**src/rtl/instr_fetch_unit_if.sv**
```systemverilog
// Instruction fetch bus bundle: imem request/response, execute redirect and the decode-facing output.
// The master modport is the fetch unit side, the slave modport is the memory/pipeline environment.
interface instr_fetch_unit_if #(
    parameter int unsigned XLEN = 32
);
    logic            imem_req_valid;
    logic            imem_req_ready;
    logic [XLEN-1:0] imem_req_addr;
    logic            imem_rsp_valid;
    logic [31:0]     imem_rsp_data;
    logic            redirect_valid;
    logic [XLEN-1:0] redirect_pc;
    logic            out_valid;
    logic            out_ready;
    logic [XLEN-1:0] out_pc;
    logic [31:0]     out_instr;

    modport master (
        output imem_req_valid, imem_req_addr, out_valid, out_pc, out_instr,
        input  imem_req_ready, imem_rsp_valid, imem_rsp_data, redirect_valid, redirect_pc, out_ready
    );

    modport slave (
        input  imem_req_valid, imem_req_addr, out_valid, out_pc, out_instr,
        output imem_req_ready, imem_rsp_valid, imem_rsp_data, redirect_valid, redirect_pc, out_ready
    );
endinterface

```
**src/rtl/instr_fetch_unit.sv**
```systemverilog
// Single-outstanding instruction fetch unit: requests one word at a time, holds it for decode,
// and handles execute redirects by withdrawing, draining or dropping in-flight fetches.
module instr_fetch_unit #(
    parameter int unsigned     XLEN     = 32,
    parameter logic [XLEN-1:0] RESET_PC = '0
) (
    input logic                clk,
    input logic                rst,
    instr_fetch_unit_if.master bus
);
    typedef enum logic [2:0] {
        S_HOLD,
        S_REQ,
        S_WAIT,
        S_FULL,
        S_DRAIN
    } state_e;

    state_e          state_q, state_d;
    logic [XLEN-1:0] pc_q, pc_d;
    logic            req_valid_q, req_valid_d;
    logic            out_valid_q, out_valid_d;
    logic [XLEN-1:0] out_pc_q, out_pc_d;
    logic [31:0]     out_instr_q, out_instr_d;
    logic [XLEN-1:0] redirect_tgt;

    assign redirect_tgt = bus.redirect_pc & ~XLEN'(3);

    // Redirect always wins over a response or a decode handshake arriving in the same cycle.
    always_comb begin
        state_d     = state_q;
        pc_d        = pc_q;
        out_pc_d    = out_pc_q;
        out_instr_d = out_instr_q;
        case (state_q)
            S_HOLD: begin
                state_d = S_REQ;
                if (bus.redirect_valid) pc_d = redirect_tgt;
            end
            S_REQ: begin
                if (bus.redirect_valid) begin
                    pc_d = redirect_tgt;
                    if (bus.imem_req_ready) state_d = S_DRAIN;
                end else if (bus.imem_req_ready) begin
                    state_d = S_WAIT;
                end
            end
            S_WAIT: begin
                if (bus.redirect_valid) begin
                    pc_d    = redirect_tgt;
                    state_d = bus.imem_rsp_valid ? S_REQ : S_DRAIN;
                end else if (bus.imem_rsp_valid) begin
                    out_pc_d    = pc_q;
                    out_instr_d = bus.imem_rsp_data;
                    pc_d        = pc_q + XLEN'(4);
                    state_d     = S_FULL;
                end
            end
            S_FULL: begin
                if (bus.redirect_valid) begin
                    pc_d    = redirect_tgt;
                    state_d = S_REQ;
                end else if (bus.out_ready) begin
                    state_d = S_REQ;
                end
            end
            S_DRAIN: begin
                // The stale response of the abandoned fetch is swallowed here.
                if (bus.redirect_valid) pc_d = redirect_tgt;
                else if (bus.imem_rsp_valid) state_d = S_REQ;
            end
            default: state_d = S_HOLD;
        endcase
        req_valid_d = (state_d == S_REQ);
        out_valid_d = (state_d == S_FULL);
    end

    always_ff @(posedge clk or negedge rst) begin
        if (!rst) begin
            state_q     <= S_HOLD;
            pc_q        <= RESET_PC;
            req_valid_q <= 1'b0;
            out_valid_q <= 1'b0;
            out_pc_q    <= '0;
            out_instr_q <= '0;
        end else begin
            state_q     <= state_d;
            pc_q        <= pc_d;
            req_valid_q <= req_valid_d;
            out_valid_q <= out_valid_d;
            out_pc_q    <= out_pc_d;
            out_instr_q <= out_instr_d;
        end
    end

    assign bus.imem_req_valid = req_valid_q;
    assign bus.imem_req_addr  = pc_q;
    assign bus.out_valid      = out_valid_q;
    assign bus.out_pc         = out_pc_q;
    assign bus.out_instr      = out_instr_q;
endmodule

```
**src/flat_wrapper.sv**
```systemverilog
// flat-port wrapper written by rule: the top's interface ports become plain ports
module instr_fetch_unit_flat 
#(
    parameter int unsigned     XLEN     = 32,
    parameter logic [XLEN-1:0] RESET_PC = '0
)
  (clk, rst, bus_imem_req_valid, bus_imem_req_addr, bus_out_valid, bus_out_pc, bus_out_instr, bus_imem_req_ready, bus_imem_rsp_valid, bus_imem_rsp_data, bus_redirect_valid, bus_redirect_pc, bus_out_ready);
  instr_fetch_unit_if #(.XLEN(XLEN)) bus_i ();
  input logic clk;
  input logic rst;
  output wire logic [$bits(bus_i.imem_req_valid)-1:0] bus_imem_req_valid;
  output wire logic [$bits(bus_i.imem_req_addr)-1:0] bus_imem_req_addr;
  output wire logic [$bits(bus_i.out_valid)-1:0] bus_out_valid;
  output wire logic [$bits(bus_i.out_pc)-1:0] bus_out_pc;
  output wire logic [$bits(bus_i.out_instr)-1:0] bus_out_instr;
  input wire logic [$bits(bus_i.imem_req_ready)-1:0] bus_imem_req_ready;
  input wire logic [$bits(bus_i.imem_rsp_valid)-1:0] bus_imem_rsp_valid;
  input wire logic [$bits(bus_i.imem_rsp_data)-1:0] bus_imem_rsp_data;
  input wire logic [$bits(bus_i.redirect_valid)-1:0] bus_redirect_valid;
  input wire logic [$bits(bus_i.redirect_pc)-1:0] bus_redirect_pc;
  input wire logic [$bits(bus_i.out_ready)-1:0] bus_out_ready;
  assign bus_imem_req_valid = bus_i.imem_req_valid;
  assign bus_imem_req_addr = bus_i.imem_req_addr;
  assign bus_out_valid = bus_i.out_valid;
  assign bus_out_pc = bus_i.out_pc;
  assign bus_out_instr = bus_i.out_instr;
  assign bus_i.imem_req_ready = bus_imem_req_ready;
  assign bus_i.imem_rsp_valid = bus_imem_rsp_valid;
  assign bus_i.imem_rsp_data = bus_imem_rsp_data;
  assign bus_i.redirect_valid = bus_redirect_valid;
  assign bus_i.redirect_pc = bus_redirect_pc;
  assign bus_i.out_ready = bus_out_ready;
  instr_fetch_unit #(.XLEN(XLEN), .RESET_PC(RESET_PC)) u_core (.clk(clk), .rst(rst), .bus(bus_i));
endmodule
```
**config.mk**
```make
export PLATFORM = sky130hd
export DESIGN_NAME = instr_fetch_unit_flat
export DESIGN_NICKNAME = d
export VERILOG_FILES = /design/src/rtl/instr_fetch_unit_if.sv /design/src/rtl/instr_fetch_unit.sv /design/src/flat_wrapper.sv
export SDC_FILE = /design/constraint.sdc
export NUM_CORES = 1
export LEC_CHECK = 0
export BUFFER_PORTS_ARGS = -buffer_cell sky130_fd_sc_hd__buf_2
export CAP_MARGIN = 25
export CORE_UTILIZATION = 54
export CTS_BUF_LIST = sky130_fd_sc_hd__clkbuf_8
export CTS_CLUSTER_SIZE = 20
export DETAILED_ROUTE_END_ITERATION = 8
export HOLD_SLACK_MARGIN = 0.08
export PLACE_DENSITY = 0.86
export SYNTH_ARGS = -nofsm -noshare
export SYNTH_HDL_FRONTEND = slang
export SYNTH_SLANG_ARGS = --single-unit
```
**constraint.sdc**
```tcl
create_clock -name clk -period 3.8 [get_ports clk]
set_input_delay 0.76 -clock clk [delete_from_list [all_inputs] [get_ports clk]]
set_output_delay 0.76 -clock clk [all_outputs]
set_load 0.02 [all_outputs]
```
==> results.txt <==
----------------------------------------------------
[Run status]
  Run status ... complete, no violations

[Power]
  Switching share of power ... 47.0%
  Sequential group share of total power ... 40.9%
  Standby leakage power ... 3.08 nW
  Portion of total power attributed to the clock network ... 15.0%
  Power dissipated by switching net loads ... 2.21 mW
  Part of the power in combinational logic ... 44.2%
  Worst vdd rail ir drop ... 0.468 mV
  Cell Pwr Density ... 805 nW/µm²
  Cell internal power dissipation ... 2.50 mW

[Global route]
  Maximum number of pins on one net before global-route repair ... 79
  Via count of the first global-routing pass ... 4470
  Initial antenna violation count ... 0
  Total overflow reported by the global router ... 0
  Wire length of the first global-routing pass ... 20800 µm
  Total routing resource utilization after global routing ... 29.3%

[Worst setup path]
  Critical-path cell with the highest stage delay ... sky130_fd_sc_hd__nor4_1
  R2R Path Start ... u_core.bus.imem_req_addr[2]
  RR Endpoint ... u_core.bus.imem_req_addr[22]
  Register-to-Register Setup Slack ... 1210 ps
  Classification of the worst setup path ... reg -> reg
  Maximum cell stage delay along the critical path ... 940 ps
  Launch point of the critical path ... u_core.bus.imem_req_addr[2]
  Worst Setup Start Kind ... register
  Cells along the critical path ... ha_1, nand4_1, nor4_1, a211oi_1, nor4_1
  Data arrival time of the critical path ... 2870 ps
  Critical Path End Type ... register
  Largest fanout on the critical path ... 8
  Most frequent cell on the critical path ... sky130_fd_sc_hd__nor4_1
  FF-to-FF path depth ... 5
  Setup crit end ... u_core.bus.imem_req_addr[22]
  Critical Path RT ... 4070 ps

[Clocking]
  Level count of the clock H-tree ... 3
  Total of hold buffers inserted after clock tree synthesis ... 0
  Longest Clk Path Bufs ... 2
  Number of buffers created by CTS ... 9
  Number of clock sinks ... 97
  Clk Latency, worst-skew pair ... 370 ps
  Resized cells post-CTS ... 0
  Clock root buffer ... sky130_fd_sc_hd__clkbuf_8
  CTS clk-pin slew, worst paths ... 100 ps
  CTS tree ... built
  Post-CTS Setup Bufs ... 0

[STA]
  Worst hold slack across all endpoints ... 191 ps
  Max-slew violations ... 0
  Post-Route Skew ... 8.89 ps
  Summed negative setup slack over all endpoints ... 0 ps
  Post-layout min period ... 2590 ps
  Transition time at the pin with the least slew margin ... 997 ps
  Unrepaired setup endpoints after global routing ... false
  Fmax ... 0.385 GHz
  Fin. Hold Viols ... 0
  Count of final setup violators ... 0
  Period utilisation layout ... 68.3%
  Headroom to the max-slew limit ... 32.9%

[Detailed routing]
  DRT Wirelength ... 13300 µm
  Total DRC errors in the routed layout ... 0
  Routed length per instance ... 16.6 µm
  Iteration count of the initial detailed-routing pass ... 5
  Vias ... 4700
  Post-route ant nets ... 0
  1st-iter DRT viols ... 360
  Post-DR vias/cell ... 5.84

[Yosys]
  Post-Synthesis Cell Area ... 4770 µm²
  Most common cell in the netlist ... sky130_fd_sc_hd__nand2_1
  Sequential fraction of the synthesis area ... 50.8%
  FF+latch count, synth ... 97
  Synth warn ... 0
  Predominant post-synthesis flop cell ... sky130_fd_sc_hd__dfrtp_1
  Most frequent cells after synthesis ... sky130_fd_sc_hd__nand2_1, sky130_fd_sc_hd__dfrtp_1, sky130_fd_sc_hd__clkbuf_1, sky130_fd_sc_hd__a21oi_1, sky130_fd_sc_hd__nand3_1
  Largest cells by area after synthesis ... sky130_fd_sc_hd__dfrtp_1, sky130_fd_sc_hd__nand2_1, sky130_fd_sc_hd__a21oi_1
  Mean cell area of the mapped netlist ... 8.71 µm²
  Yosys top cell area share ... 50.8%
  Count of flip-flops with a built-in enable after synthesis ... 0
  Gate count after technology mapping ... 548
  Synth cell types ... 59
  Cell type with the largest total area after synthesis ... sky130_fd_sc_hd__dfrtp_1
  Async SR Flop Fraction ... 100%

[Placement]
  Final GP Congestion ... 0.923
  Estimated wirelength of the detail-placed design ... 9280 µm
  Port Buf Inserts ... 161

[Layout]
  Fill cell count ... 700
  Post-layout util ... 69.8%
  Layout overhead on the synthesized area ... 22.6%
  Count of inserted antenna diode cells ... 0
  Final #Nets ... 766
  Share of final-layout standard cells stronger than drive strength 1 ... 28.3%

[Floorplan]
  Number of cell rows ... 33
  Die outline area ... 9220 µm²
  Starting Density ... 57.0%
  Num ports ... 168
  Std-Cell Core Area ... 8380 µm²
  Die extent in x ... 96.0 µm
  Die extent in y ... 96.0 µm

[Flow run]
  Max Cap Viol ... 0

[Hold path]
  Min-Delay Path Class ... in -> async

----------------------------------------------------
-- sequential cells by signal, indices dropped and copies added (netlist names) --
| register | cells |
|---|---|
| u_core.state_q | 3 |
| u_core.bus.out_valid | 1 |
| u_core.bus.imem_req_addr | 30 |
| u_core.bus.out_pc | 30 |
| u_core.bus.out_instr | 32 |
| u_core.bus.imem_req_valid | 1 |
-- critical path: cells and delay by family, from the launching register on --
family / cells / cell delay [ps]
simple gates: 3 / 1620
flops: 1 / 460
fa+ha+maj: 1 / 260
compound gates: 1 / 160
-- worst min-delay path by stage --
stage	slack, ps	to	cells after the start
after floorplan	460	u_core.bus.imem_req_addr[10]	0
after global placement	450	u_core.bus.out_pc[23]	2
after detailed placement	460	u_core.bus.out_instr[29]	2
after CTS	480	u_core.bus.out_pc[4]	2
after global routing	170	u_core.bus.out_pc[4]	1
final	190	u_core.bus.out_pc[4]	1
-- routing by layer --
metal / routed length, µm / global-route usage (%) / up-vias / part of all wire (%)
met5: 0 / 0 / - / 0
met4: 349 / 14.8 / 0 / 2.6
met3: 858 / 5.69 / 42 / 6.4
met2: 6640 / 46.5 / 225 / 50
met1: 5480 / 38.3 / 2233 / 41
li1: - / - / 2200 / -
-- layout by cell type (no fill, tap or decap), drive strengths merged, types with 5 or more instances in the layout --
cell | synthesis | layout
and4 | 5 | 5
inv | 7 | 11
nor4 | 16 | 16
buf | 13 | 173
dfrtp | 97 | 97
o211ai | 8 | 8
or3 | 5 | 5
and3 | 5 | 5
nor2 | 9 | 9
a21oi | 20 | 20
nor3 | 17 | 17
nand4 | 13 | 13
clkbuf | 27 | 9
nand3 | 19 | 19
o22ai | 6 | 6
mux2i | 10 | 10
o21ai | 12 | 12
or4 | 5 | 5
nand2 | 195 | 195
-- logic make-up after synthesis --
family	Yosys count	share of synthesized area, %
flops	97	50.8
simple gates	306	29.7
buf+inv	47	4.53
fa+ha+maj	1	0.262
mux	11	2.33
other cells	1	0.0785
compound gates	85	12.2
-- area by class of cell --
| type | count | area [µm²] | area share, % |
|---|---|---|---|
| clock buffer | 9 | 124 | 2.12 |
| timing repair buffer | 173 | 918 | 15.7 |
| sequential | 97 | 2430 | 41.5 |
| clock inverter | 7 | 78.8 | 1.35 |
| multi-input combinational | 407 | 2150 | 36.7 |
| tap | 105 | 131 | 2.24 |
| inverter | 7 | 26.3 | 0.449 |
-- power groups by stage --
stage | logic (mW) | registers (mW) | clock network [mW]
after global routing | 2.26 | 2.00 | 0.756
after detailed placement | 2.07 | 1.93 | 0
after global placement | 2.02 | 1.89 | 0
after CTS | 2.08 | 1.91 | 0.713
final | 2.08 | 1.92 | 0.704
after floorplan | 0.880 | 2.34 | 0
-- stage by stage --
stage / area, µm² / setup WS (ps) / instances / power (mW)
after floorplan: 4790 / 1590 / 551 / 3.22
after global placement: 5620 / 1190 / 788 / 3.92
after detailed placement: 5620 / 1150 / 788 / 4.00
after CTS: 5830 / 1240 / 804 / 4.70
after global routing: 5850 / 946 / 805 / 5.02
final: 5850 / 1210 / 805 / 4.71
Power figures use the tool's default switching activity.
